### src/rtl/chisq_macc_sequencer.sv
// chisq_macc_sequencer
// Streams one track's chi components into the DSP48E chi-square MACC, drives
// its restart/accumulate control, waits out the MACC pipeline, then captures
// the chi-square and overflow flag and compares against a run-time threshold.
// Build macro: CHISQ_SATURATE_EN -- when defined, an overflowed result is
// reported as an all-ones chi-square instead of the wrapped MACC value.
//
// Handshakes (component input and result output): a transfer happens on a
// rising edge where valid and ready are both high; a raised valid holds its
// payload until that edge; ready depends only on state, never on same-cycle
// valid.
module chisq_macc_sequencer #(
    parameter int PARAMETERWIDTH = 15,
    parameter int CHISQBITS      = 32,
    parameter int NCOMP_MAX      = 8,
    parameter int MACC_LATENCY   = 3
) (
    input  logic                      CLK_IN,
    input  logic                      RESET_N,
    input  logic [PARAMETERWIDTH-1:0] COMP_IN,
    input  logic                      COMP_VALID_IN,
    input  logic                      COMP_LAST_IN,
    output logic                      COMP_READY_OUT,
    input  logic [CHISQBITS-1:0]      THRESH_IN,
    output logic [PARAMETERWIDTH-1:0] CHI_OUT,
    output logic                      LOAD_OUT,
    output logic                      MACC_RST_OUT,
    input  logic [CHISQBITS-1:0]      P_IN,
    input  logic                      OVERFLOW_IN,
    output logic [CHISQBITS-1:0]      CHISQ_OUT,
    output logic                      PASS_OUT,
    output logic                      OVF_OUT,
    output logic                      TRUNC_OUT,
    output logic                      CHISQ_VALID_OUT,
    input  logic                      CHISQ_READY_IN,
    output logic [1:0]                DBG_STATE_OUT
);

    localparam int CW = $clog2(NCOMP_MAX + 1);
    localparam int WW = $clog2(MACC_LATENCY + 2);

    typedef enum logic [1:0] {
        S_IDLE  = 2'd0,
        S_FEED  = 2'd1,
        S_DRAIN = 2'd2,
        S_HOLD  = 2'd3
    } state_t;

    state_t                     state_q, state_d;
    logic [CW-1:0]              count_q;
    logic [WW-1:0]              drain_cnt_q;
    logic [PARAMETERWIDTH-1:0]  chi_q;
    logic                       first_q;
    logic                       load_q;
    logic                       macc_rst_q;
    logic [CHISQBITS-1:0]       chisq_q;
    logic                       pass_q;
    logic                       ovf_q;
    logic                       trunc_q;
    logic                       valid_q;
    logic                       comp_ready;
    logic                       accept;
    logic                       end_of_track;
    logic                       capture;
    logic [CHISQBITS-1:0]       chisq_cap;

    // Components are taken only while feeding and never while the MACC is in reset.
    assign comp_ready   = ((state_q == S_IDLE) || (state_q == S_FEED)) && !macc_rst_q;
    assign accept       = COMP_VALID_IN && comp_ready;
    assign end_of_track = COMP_LAST_IN || (count_q == CW'(NCOMP_MAX - 1));
    // The final CHI_OUT cycle is followed by MACC_LATENCY cycles plus one for the
    // opmode/datapath skew before P_IN holds the finished sum.
    assign capture      = (state_q == S_DRAIN) && (drain_cnt_q == WW'(MACC_LATENCY + 1));

`ifdef CHISQ_SATURATE_EN
    assign chisq_cap = OVERFLOW_IN ? {CHISQBITS{1'b1}} : P_IN;
`else
    assign chisq_cap = P_IN;
`endif

    // MACC reset is the registered inverse of RESET_N.
    always_ff @(posedge CLK_IN) begin
        if (!RESET_N) macc_rst_q <= 1'b1;
        else          macc_rst_q <= 1'b0;
    end

    // State register plus datapath, counters and result capture.
    always_ff @(posedge CLK_IN) begin
        if (!RESET_N) begin
            state_q     <= S_IDLE;
            count_q     <= '0;
            drain_cnt_q <= '0;
            chi_q       <= '0;
            first_q     <= 1'b0;
            load_q      <= 1'b0;
            chisq_q     <= '0;
            pass_q      <= 1'b0;
            ovf_q       <= 1'b0;
            trunc_q     <= 1'b0;
            valid_q     <= 1'b0;
        end else begin
            state_q <= state_d;
            // Idle-fill cycles present 0 so the MACC accumulates nothing.
            chi_q   <= accept ? COMP_IN : '0;
            // LOAD trails CHI by one cycle: restart only on the track's first component.
            first_q <= accept && (count_q == '0);
            load_q  <= !first_q;
            if (accept) begin
                if (end_of_track) begin
                    count_q <= '0;
                    trunc_q <= !COMP_LAST_IN;
                end else begin
                    count_q <= count_q + CW'(1);
                end
            end
            if (state_q == S_DRAIN) drain_cnt_q <= drain_cnt_q + WW'(1);
            else                    drain_cnt_q <= '0;
            if (capture) begin
                chisq_q <= chisq_cap;
                ovf_q   <= OVERFLOW_IN;
                pass_q  <= !OVERFLOW_IN && (P_IN <= THRESH_IN);
                valid_q <= 1'b1;
            end
            if ((state_q == S_HOLD) && CHISQ_READY_IN) begin
                valid_q <= 1'b0;
                trunc_q <= 1'b0;
            end
        end
    end

    // Next-state logic.
    always_comb begin
        state_d = state_q;
        case (state_q)
            S_IDLE, S_FEED: if (accept) state_d = end_of_track ? S_DRAIN : S_FEED;
            S_DRAIN:        if (capture) state_d = S_HOLD;
            S_HOLD:         if (CHISQ_READY_IN) state_d = S_IDLE;
            default:        state_d = S_IDLE;
        endcase
    end

    assign COMP_READY_OUT  = comp_ready;
    assign CHI_OUT         = chi_q;
    assign LOAD_OUT        = load_q;
    assign MACC_RST_OUT    = macc_rst_q;
    assign CHISQ_OUT       = chisq_q;
    assign PASS_OUT        = pass_q;
    assign OVF_OUT         = ovf_q;
    assign TRUNC_OUT       = trunc_q;
    assign CHISQ_VALID_OUT = valid_q;
    assign DBG_STATE_OUT   = state_q;

endmodule
### config.mk
export PLATFORM = sky130hd
export DESIGN_NAME = chisq_macc_sequencer
export DESIGN_NICKNAME = d
export VERILOG_FILES = /design/src/rtl/chisq_macc_sequencer.sv
export SDC_FILE = /design/constraint.sdc
export NUM_CORES = 1
export LEC_CHECK = 0
export ABC_AREA = 1
export ABC_CLOCK_PERIOD_IN_PS = 4050
export CORE_MARGIN = 10
export CORE_UTILIZATION = 45
export CTS_CLUSTER_SIZE = 10
export DETAILED_ROUTE_END_ITERATION = 8
export GPL_ROUTABILITY_DRIVEN = 0
export PLACE_DENSITY = 0.86
export SYNTH_ARGS = -nofsm -noshare
export SYNTH_HDL_FRONTEND = slang
export SYNTH_SLANG_ARGS = --single-unit
### constraint.sdc
create_clock -name CLK_IN -period 4.05 [get_ports CLK_IN]
set_clock_uncertainty 0.15 [all_clocks]
set_input_delay 0.81 -clock CLK_IN [delete_from_list [all_inputs] [get_ports CLK_IN]]
set_output_delay 0.81 -clock CLK_IN [all_outputs]
set_load 0.02 [all_outputs]
# --- Word level (Yosys, flattened, before mapping) ---
# Index checks and enable logic that the tools add are counted.
# W data, S select, Z words.
word_totals:
  ff_bits: 63
  wordCells: 51
  output_inout_bits: 56
op_classes:
  eq_ne: 8
  bitwise: 1
  addsub: 2
  order_cmp: 1
  reduce_logical: 20
  n_mux: 7
op_table:
  columns: ["cell", "n"]
  rows:
  - ["$le A32 B32 Y1", 1]
  - ["$mux W2", 4]
  - ["$logic_and A1 B1 Y1", 6]
  - ["$ne A2 B2 Y1 const B", 3]
  - ["$pmux W2 S3", 1]
  - ["$reduce_and A2 Y1", 3]
  - ["$add A4 B1 Y4 const B", 1]
  - ["$eq A2 B2 Y1 const B", 2]
  - ["$eq A4 B3 Y1 const B", 1]
  - ["$logic_not A1 Y1", 4]
  - ["$logic_not A4 Y1", 1]
  - ["$mux W4", 1]
  - ["$reduce_or A2 Y1", 2]
  - ["$add A3 B1 Y3 const B", 1]
  - ["$eq A3 B3 Y1 const B", 1]
  - ["$reduce_and A3 Y1", 1]
  - ["$eq A2 B1 Y1 const B", 1]
  - ["$logic_not A2 Y1", 1]
  - ["$logic_or A1 B1 Y1", 2]
  - ["$mux W1", 1]
  - ["$not A1 Y1", 1]

# --- Logic depth before layout (Yosys ltp) ---
# Gate-level depths: netlist of run 1.
logic_depth:
  ltp_word: 6
  depth_mapped: 16

# --- Worst setup path before layout of run 1 ---
# Ideal clock, no wire load.
synth_timing:
  path_type: "input to register"
  from: "input THRESH_IN[31]"
  to: "register pass_q, in the netlist PASS_OUT"
  cell_stages: 11
  path_slack_ns: 1.930
  t_required_ns: 3.785
  t_arrival_ns: 1.854
  path_cell_list: "inv_1 ha_1 nand2_1 nor2_1 nand2_1 nor4_1 nand2_1 nand2_1 nand2_1 nand2_1 a21oi_2"
synth_between:
  elab_chain_cells: 2
synth_lines:
  columns: ["item", "line", "rtl"]
  rows:
  - ["start: declaration", "24", "input logic [CHISQBITS-1:0] THRESH_IN,"]
  - ["$le A32 B32 Y1", "121", "pass_q <= !OVERFLOW_IN && (P_IN <= THRESH_IN);"]
  - ["$logic_and A1 B1 Y1", "121", null]
  - ["end signal: assignment", "121", null]
  - ["end: declaration", "57", "logic pass_q;"]
# Every way passes these cells.
# A chain may end at the register's enable or synchronous reset.

# --- Worst setup path in the final report of run 1 ---
layout_timing:
  from: "register state_q[1], in the netlist DBG_STATE_OUT[1]"
  to: "output DBG_STATE_OUT[1]"
layout_lines:
  columns: ["item", "line", "rtl"]
  rows:
  - ["start: declaration", "49", "state_t state_q, state_d;"]
  - ["start signal: assignment", "102", "state_q <= state_d;"]
  - ["end: declaration", "36", "output logic [1:0] DBG_STATE_OUT"]
# No word-level cell between the ends.

==> metrics.cfg, run 1 <==
[clock_network]
cts_resized=0
h-tree-depth=3
path_clk_slew_ps=80
cts_setup_buffers=0
numCtsBuffers=9
clk_latency_ps=330
cts_root_buf=clkbuf_8
cts_tree=built
clock-sinks=63
cts_hold_buf=0
clock_path_buffers=2

[timing]
slew_headroom_pct=58.05
hold_violations=0
setup_viol=0
rsz0062_at_grt=no
drv_slew=0
max_freq_mhz=397.6
fin_crit_sh_pct=62.10
tns_ps=0
min_period_ps=2515
worst_pin_slew_ps=628.4

[critical_path]
criticalPathCategory=reg -> out
critical_path_buf_inv_count=1
path_max_fanout=9
start_kind=register
crit_slowest_cell=clkdlybuf4s50_1
r2r-start=DBG_STATE_OUT[1]$_SDFFE_PN0P_
critPathLaunch=DBG_STATE_OUT[1]$_SDFFE_PN0P_
crit_required_ps=3090
cp_slowest_stage_delay_ps=680
worstPathCellList=clkdlybuf4s50_1
crit_family=buffers and inverters
worst_ep_arrival_time_ps=1560
endpoint_kind=output pin

[placed_design]
io_buffers=140
hpwl_um=7206
placedCellCount=620

[synthesis]
yosysWarnings=0
seq_area_frac_synth_pct=40.74
syn_inst=410
synth_seq_cells=63
ys_types=28
syn_area_um2=3095
syn_nets=531
syn_area_per_cell_um2=7.550

[route]
routed_wl_um=9046
drt_drc_violations_left=0
detail_route.iter0.violations=84
via_per_inst=4.698
dr.pass1.iters=6
wl_per_cell_um=14.22
final_antenna_net_count=0
via_count=2988

[die]
initial_core_util_pct=45.81
rows=30
die-area_um2=10600
die_h_um=102.9
die_w_um=102.9
ios=141
core_area_um2=6756

[global_routing]
grtUsageTotal_pct=16.91
grt_pass1_wl_um=14080
antenna_found_initial=0
grt_max_degree=37
grt_overflow=0
grt_pass1_vias=3098

[finish]
final_cell_mix=clkdlybuf4s50_1 (140), nor2_1 (100), inv_1 (67), dfxtp_1 (63), nand2_1 (49)
final_common_cell=clkdlybuf4s50_1
stdcell_count=636
fill_cells=524
drive_above_1_share_pct=4.496
syn_to_final_growth_pct=52.87
antenna_cells=0
nNetsFinal=672

[min_path]
hold_start=first_q$_SDFF_PN0_
holdCritPathClass=reg -> reg

[power_and_ir_drop]
cellPowerDensity_nw_per_um2=297.3
power.leakage_nw=2.254
vdd_drop_max_v=0.0001943
power.total_mw=1.407

[job]
cap_violations=0

[outcome]
status=finished clean

[stage by stage]
step / hold slack [ps] / utilization, % / instance area (um2) / worst slack, ps
2_1_floorplan: 218.2 / - / 3095 / 1930
3_3_place_gp: 234.8 / 67.11 / 4534 / 1364
3_5_place_dp: 237.6 / 67.11 / 4534 / 1318
4_1_cts: 249.1 / 70.04 / 4732 / 1514
5_1_grt: 256.9 / 70.04 / 4732 / 1465
6_report: 246.0 / 70.04 / 4732 / 1535
[metal layers]
layer | routed length, um | vias to the layer above | global-route usage [%]
met5 | 0 | - | 0
met4 | 150 | 0 | 6.203
met3 | 879 | 13 | 7.708
met2 | 4386 | 97 | 29.74
met1 | 3630 | 1311 | 17.19
li1 | - | 1567 | -
[logic make-up after synthesis]
kind of cell	synth area share, %
flops	40.74
simple gates	21.79
xor+xnor	0.8490
compound gates	11.44
buf+inv	10.63
fa+ha+maj	14.55
[Yosys cell counts (all sizes together)]
cell type,number,area (um2)
nand2,49,183.9
nor4,3,33.78
or2,1,8.760
o21ai,41,205.2
xor2,1,8.760
o31ai,1,7.510
dfxtp,63,1261
a211oi,2,15.01
nand3,3,15.01
ha,36,450.4
buf,6,51.30
xnor2,2,17.52
nor3b,1,18.77
a21o,1,7.510
nor2,102,401.6
clkbuf,5,18.77
inv,69,259.0
nand4,2,12.51
a21oi,20,103.9
o21a,2,15.01
[final timing paths]
kind / endpoint / slack [ps] / cells after the start
worst min register to register: LOAD_OUT$_SDFF_PN0_ / 250 / 1
worst max-delay path: DBG_STATE_OUT[1] / 1530 / 1
worst max register to register: PASS_OUT$_SDFFE_PN0P_ / 1770 / 7
worst min-delay path: LOAD_OUT$_SDFF_PN0_ / 250 / 1
[final cells by class]
cell class / instances / area (um2) / area share (%)
multi-input combinational: 267 / 1505 / 31.81
timing repair buffer: 141 / 1409 / 29.77
sequential: 63 / 1261 / 26.65
inverter: 69 / 259.0 / 5.473
clock buffer: 9 / 123.9 / 2.618
tap: 80 / 100.1 / 2.115
clock inverter: 7 / 73.82 / 1.560
[flip-flops by register name, indices dropped and copies added, names as in the netlist, 2 cells and up]
signal / flops
drain_cnt_q: 3
CHI_OUT: 15
DBG_STATE_OUT: 2
count_q: 4
CHISQ_OUT: 32
[power by group]
part           internal [mW]  switching (mW)
clock network          0.285           0.256
logic                  0.130           0.100
registers              0.629         0.00707
total                   1.04           0.363
(Power assumes the default switching activity.)
==> run 2: changes to the inputs <==
ABC_CLOCK_PERIOD_IN_PS = 2500   (was 4050)
CORE_UTILIZATION = 42   (was 45)
PLACE_DENSITY = 0.81   (was 0.86)
clock period = 2.5 ns   (was 4.05 ns; I/O delays follow)
==> run 2 against run 1 <==
Net effect: first-iteration DRC count is 2.4% higher; worst setup slack got worse by 1300 ps; sequential share of layout area fell by 0.44 points; register-to-register slack worse by 1100 ps; routed wire length grew 3.5%; die area increased by 5.7%; largest cell class unchanged; cell area increased by 1.7%; highest routed layer unchanged; via count is 0.30% higher; largest power group unchanged; cell count increased by 3.5%; non-clock buffer count increased by 3.
==> metrics.cfg, run 2 (synthesis results as in run 1) <==
[timing]
fin_crit_sh_pct=89.33
tns_ps=0  ; unchanged
min_period_ps=2233
max_freq_mhz=447.8
setup_viol=0  ; unchanged
hold_violations=0  ; unchanged
slew_headroom_pct=60.52  ; was 58.05%
drv_slew=0  ; unchanged
worst_pin_slew_ps=591.3  ; was 628.4 ps
rsz0062_at_grt=no  ; unchanged

[clock_network]
cts_root_buf=clkbuf_8  ; unchanged
clock-sinks=63  ; unchanged
cts_setup_buffers=0  ; unchanged
clock_path_buffers=2  ; unchanged
cts_tree=built  ; unchanged
cts_resized=0  ; unchanged
h-tree-depth=3  ; unchanged
clk_latency_ps=340  ; was 330 ps
numCtsBuffers=9  ; unchanged
path_clk_slew_ps=80  ; about the same
cts_hold_buf=0  ; unchanged

[route]
via_per_inst=4.555  ; was 4.698
detail_route.iter0.violations=86  ; was 84
final_antenna_net_count=0  ; unchanged
via_count=2997  ; was 2988
drt_drc_violations_left=0  ; unchanged
wl_per_cell_um=14.23  ; was 14.22 um
routed_wl_um=9364  ; was 9046 um
dr.pass1.iters=4  ; was 6

[power_and_ir_drop]
power.leakage_nw=2.278  ; was 2.254 nW
combPwrFrac_pct=15.5  ; was 16.3%
cellPowerDensity_nw_per_um2=506.5  ; was 297.3 nW/um2
power_frac_clock_pct=42.2  ; was 38.4%
swShare_pct=25.07  ; was 25.80%
intPower_mw=1.826  ; was 1.044 mW
vdd_drop_max_v=0.0004932  ; was 0.0001943 V
power.total_mw=2.437  ; was 1.407 mW
power.switching_uw=611.0  ; was 362.9 uW
seq_power_share_pct=42.3  ; was 45.2%

[global_routing]
grt_pass1_wl_um=15590  ; was 14080 um
grt_overflow=0  ; unchanged
grt_pass1_vias=3208  ; was 3098
antenna_found_initial=0  ; unchanged
grtUsageTotal_pct=16.84  ; was 16.91%
grt_max_degree=36  ; was 37

[critical_path]
r2r-start=DBG_STATE_OUT[1]$_SDFFE_PN0P_  ; unchanged
r2r_slack_ps=680  ; was 1770 ps
worst_ep_arrival_time_ps=1580  ; was 1560 ps
critPathLaunch=DBG_STATE_OUT[1]$_SDFFE_PN0P_  ; unchanged
start_kind=register  ; unchanged
path_max_fanout=9  ; unchanged
crit_family=buffers and inverters  ; unchanged
criticalPathCategory=reg -> out  ; unchanged
crit_required_ps=1850  ; was 3090 ps
critical_path_buf_inv_count=1  ; unchanged
cp_slowest_stage_delay_ps=680  ; about the same
endpoint_kind=output pin  ; unchanged
crit_slowest_cell=clkdlybuf4s50_1  ; unchanged
worstPathCellList=clkdlybuf4s50_1  ; unchanged

[die]
initial_core_util_pct=42.91  ; was 45.81%
ios=141  ; unchanged
die_h_um=105.9  ; was 102.9 um
die-area_um2=11200  ; was 10600 um2
die_w_um=105.9  ; was 102.9 um
rows=31  ; was 30
core_area_um2=7214  ; was 6756 um2

[placed_design]
hpwl_um=7432  ; was 7206 um
io_buffers=140  ; unchanged

[finish]
final_cell_mix=clkdlybuf4s50_1 (140), nor2_1 (100), inv_1 (67), dfxtp_1 (63), nand2_1 (49)  ; unchanged
nNetsFinal=675  ; was 672
largest_reg_flops=32  ; unchanged
seqCellArea_um2=1261  ; unchanged
fill_cells=617  ; was 524
antenna_cells=0  ; unchanged
final_common_cell=clkdlybuf4s50_1  ; unchanged
multi_input_area_um2=1505  ; unchanged
drive_above_1_share_pct=5.009  ; was 4.496%
syn_to_final_growth_pct=55.42  ; was 52.87%

[min_path]
holdCritPathClass=reg -> reg  ; unchanged
hold_start=first_q$_SDFF_PN0_  ; unchanged

[job]
cap_violations=0  ; unchanged

[outcome]
status=finished clean  ; unchanged

==> run 2: worst paths after layout <==
kind / endpoint / depth (start not counted)
worst max register to register: PASS_OUT$_SDFFE_PN0P_ / 7
worst min register to register: LOAD_OUT$_SDFF_PN0_ / 1
worst max-delay path: DBG_STATE_OUT[1] / 1
worst min-delay path: LOAD_OUT$_SDFF_PN0_ / 1
==> run 2: area by class of cell <==
class / instances / share of cell area (%)
Multi-Input combinational cell: 267 / 31.29
Clock buffer: 10 / 2.861
Clock inverter: 6 / 1.925
Inverter: 69 / 5.384
Sequential cell: 63 / 26.22
Tap cell: 99 / 2.575
Timing Repair Buffer: 144 / 29.75
==> run 2: through the flow <==
step | utilization (%) | instance area, um2 | cells | hold slack, ps | setup WS [ps]
finish | 66.68 | 4811 | 658 | 237.8 | 266.6
global route | 66.68 | 4811 | 658 | 244.9 | 203.0
CTS | 66.68 | 4811 | 658 | 239.5 | 248.8
detailed placement | 63.49 | 4581 | 642 | 226.9 | 28.64
global placement | 63.49 | 4581 | 642 | 226.8 | 120.2
floorplan | - | 3095 | 410 | 218.2 | 690.3
==> run 2: power by group through the flow <==
| stage | logic (mW) | clock network (mW) | registers (mW) |
|---|---|---|---|
| 2_1_floorplan | 0.151 | 0 | 1.07 |
| 3_3_place_gp | 0.362 | 0 | 1.05 |
| 3_5_place_dp | 0.378 | 0 | 1.05 |
| 4_1_cts | 0.381 | 1.04 | 1.03 |
| 5_1_grt | 0.423 | 1.09 | 1.03 |
| 6_report | 0.378 | 1.03 | 1.03 |
==> run 2: per-layer routing <==
| layer | share of wire [%] | vias up | track usage (%) | wire (um) |
|---|---|---|---|---|
| li1 | - | 1567 | - | - |
| met1 | 42 | 1325 | 18.67 | 3928 |
| met2 | 49 | 94 | 28.93 | 4566 |
| met3 | 8.2 | 11 | 7.125 | 771 |
| met4 | 1.0 | 0 | 4.545 | 98 |
| met5 | 0 | - | 0 | 0 |
==> run 3: changes to the inputs <==
CORE_UTILIZATION = 43   (was 42)
CTS_BUF_LIST = sky130_fd_sc_hd__clkbuf_2   (was not set)
PLACE_DENSITY = not set   (was 0.81)
PLACE_DENSITY_LB_ADDON = 0.15   (was not set)
SLEW_MARGIN = 40   (was not set)
==> run 3 against run 2 <==
Net effect: power fell by 21%; worst setup slack got worse by 130 ps; first-iteration DRC count fell by 12%; hold slack improved by 1.9 ps; flip-flop and latch count did not move; cell area fell by 2.9%; cell count fell by 0.30%; combinational power barely moved; critical path type unchanged; clock-buffer cell count did not move; clock power fell by 51%; sequential power barely moved; critical path depth did not move; largest power group unchanged; highest routed layer unchanged.
==> metrics.cfg, run 3 (synthesis results as in run 1) <==
[outcome]
status=finished clean  ; unchanged

[finish]
final_cell_mix=clkdlybuf4s50_1 (140), nor2_1 (100), inv_1 (67), dfxtp_1 (63), nand2_1 (49)  ; unchanged
final_common_cell=clkdlybuf4s50_1  ; unchanged
fill_cells=630  ; was 617
fin_area_um2=4672  ; was 4811 um2
largest_reg_flops=32  ; unchanged
stdcell_count=656  ; was 658
nNetsFinal=676  ; was 675
syn_to_final_growth_pct=50.93  ; was 55.42%
drive_above_1_share_pct=5.000  ; was 5.009%
antenna_cells=0  ; unchanged

[die]
core_area_um2=6907  ; was 7214 um2
initial_core_util_pct=44.82  ; was 42.91%
rows=30  ; was 31
die_w_um=104.8  ; was 105.9 um
ios=141  ; unchanged
die-area_um2=10990  ; was 11200 um2
die_h_um=104.8  ; was 105.9 um

[route]
wl_per_cell_um=13.91  ; was 14.23 um
via_per_inst=4.617  ; was 4.555
drt_drc_violations_left=0  ; unchanged
final_antenna_net_count=0  ; unchanged
dr.pass1.iters=4  ; unchanged
routed_wl_um=9123  ; was 9364 um
via_count=3029  ; was 2997
detail_route.iter0.violations=76  ; was 86

[timing]
hold_violations=0  ; unchanged
slew_headroom_pct=58.82  ; was 60.52%
max_freq_mhz=422.6  ; was 447.8 MHz
min_period_ps=2366  ; was 2233 ps
rsz0062_at_grt=no  ; unchanged
setup_viol=0  ; unchanged
worst_pin_slew_ps=616.9  ; was 591.3 ps
tns_ps=0  ; unchanged
drv_slew=0  ; unchanged
fin_crit_sh_pct=94.66  ; was 89.33%

[power_and_ir_drop]
cellPowerDensity_nw_per_um2=409.8  ; was 506.5 nW/um2
power.leakage_nw=2.230  ; was 2.278 nW
vdd_drop_max_v=0.0002869  ; was 0.0004932 V

[critical_path]
endpoint_kind=output pin  ; unchanged
start_kind=register  ; unchanged
criticalPathCategory=reg -> out  ; unchanged
cp_slowest_stage_delay_ps=680  ; about the same
r2r_end=PASS_OUT$_SDFFE_PN0P_  ; unchanged
worstPathCellList=clkdlybuf4s50_1  ; unchanged
crit_slowest_cell=clkdlybuf4s50_1  ; unchanged
crit_required_ps=1850  ; about the same
worst_ep_arrival_time_ps=1720  ; was 1580 ps
reg2reg_depth=7  ; unchanged
r2r-start=DBG_STATE_OUT[1]$_SDFFE_PN0P_  ; unchanged
critical_path_buf_inv_count=1  ; unchanged
r2r_slack_ps=630  ; was 680 ps
crit_family=buffers and inverters  ; unchanged
path_max_fanout=9  ; unchanged

[clock_network]
cts_root_buf=clkbuf_2  ; was clkbuf_8
cts_setup_buffers=0  ; unchanged
h-tree-depth=3  ; unchanged
cts_hold_buf=0  ; unchanged
clock-sinks=63  ; unchanged
clock_path_buffers=2  ; unchanged
path_clk_slew_ps=180  ; was 80 ps
numCtsBuffers=9  ; unchanged
cts_tree=built  ; unchanged
cts_resized=0  ; unchanged
clk_latency_ps=470  ; was 340 ps

[min_path]
holdCritPathClass=reg -> reg  ; unchanged
hold_depth=1  ; unchanged
hold_start=first_q$_SDFF_PN0_  ; unchanged
min_to=LOAD_OUT$_SDFF_PN0_  ; unchanged

[global_routing]
grtUsageTotal_pct=16.43  ; was 16.84%
grt_pass1_wl_um=14720  ; was 15590 um
antenna_found_initial=0  ; unchanged
grt_pass1_vias=3012  ; was 3208
grt_max_degree=34  ; was 36
grt_overflow=0  ; unchanged

[placed_design]
io_buffers=140  ; unchanged
hpwl_um=7268  ; was 7432 um
placedCellCount=640  ; was 642
placed_area_um2=4584  ; was 4581 um2

[job]
cap_violations=0  ; unchanged

-- run 3: changes by cell type in the layout (fill, tap and decap cells not counted), sizes merged --
cell,before,now
inv,70,69
clkinv,1,4
bufinv,2,0
buf,4,5
-- run 3: worst max-delay path by stage --
stage | startpoint | to | slack (ps) | depth (start not counted)
6_report | DBG_STATE_OUT[1]$_SDFFE_PN0P_ | DBG_STATE_OUT[1] | 130 | 1
5_1_grt | DBG_STATE_OUT[1]$_SDFFE_PN0P_ | DBG_STATE_OUT[1] | 10 | 1
2_1_floorplan | THRESH_IN[31] | PASS_OUT$_SDFFE_PN0P_ | 690 | 11
4_1_cts | DBG_STATE_OUT[1]$_SDFFE_PN0P_ | DBG_STATE_OUT[1] | 80 | 1
3_5_place_dp | THRESH_IN[31] | PASS_OUT$_SDFFE_PN0P_ | 80 | 12
3_3_place_gp | THRESH_IN[31] | PASS_OUT$_SDFFE_PN0P_ | 110 | 12
-- run 3: final cells by class --
cell class	instances	area, um2	share of cell area (%)
multi-input cells	267	1505	32.22
repair buffers	145	1439	30.80
flip-flops and latches	63	1261	27.00
inverters	69	259.0	5.544
well taps	96	120.1	2.571
clock buffers	10	50.05	1.071
clock inverters	6	37.54	0.8034
-- run 3: where the power goes --
part	internal (mW)	switching, mW	total (mW)	leakage [nW]
logic	0.213	0.163	0.376	1.66
registers	1.02	0.0115	1.03	0.510
clock network	0.129	0.377	0.506	0.0553
total	1.36	0.551	1.91	2.23
-- run 3: through the flow --
step / power (mW) / worst slack, ps / hold WS [ps] / utilization, %
global route: 2.033 / 10.23 / 265.1 / 67.64
detailed placement: 1.430 / 79.95 / 235.3 / 66.38
CTS: 1.941 / 83.88 / 245.8 / 67.64
global placement: 1.419 / 111.7 / 225.7 / 66.38
floorplan: 1.219 / 690.3 / 218.2 / -
finish: 1.915 / 133.6 / 239.7 / 67.64
-- run 3: per-layer routing --
metal	global-route usage (%)	up-vias	wire length, um
met3	7.924	10	785
li1	-	1575	-
met4	5.686	0	145
met5	0	-	0
met1	18.27	1350	3834
met2	26.82	94	4358
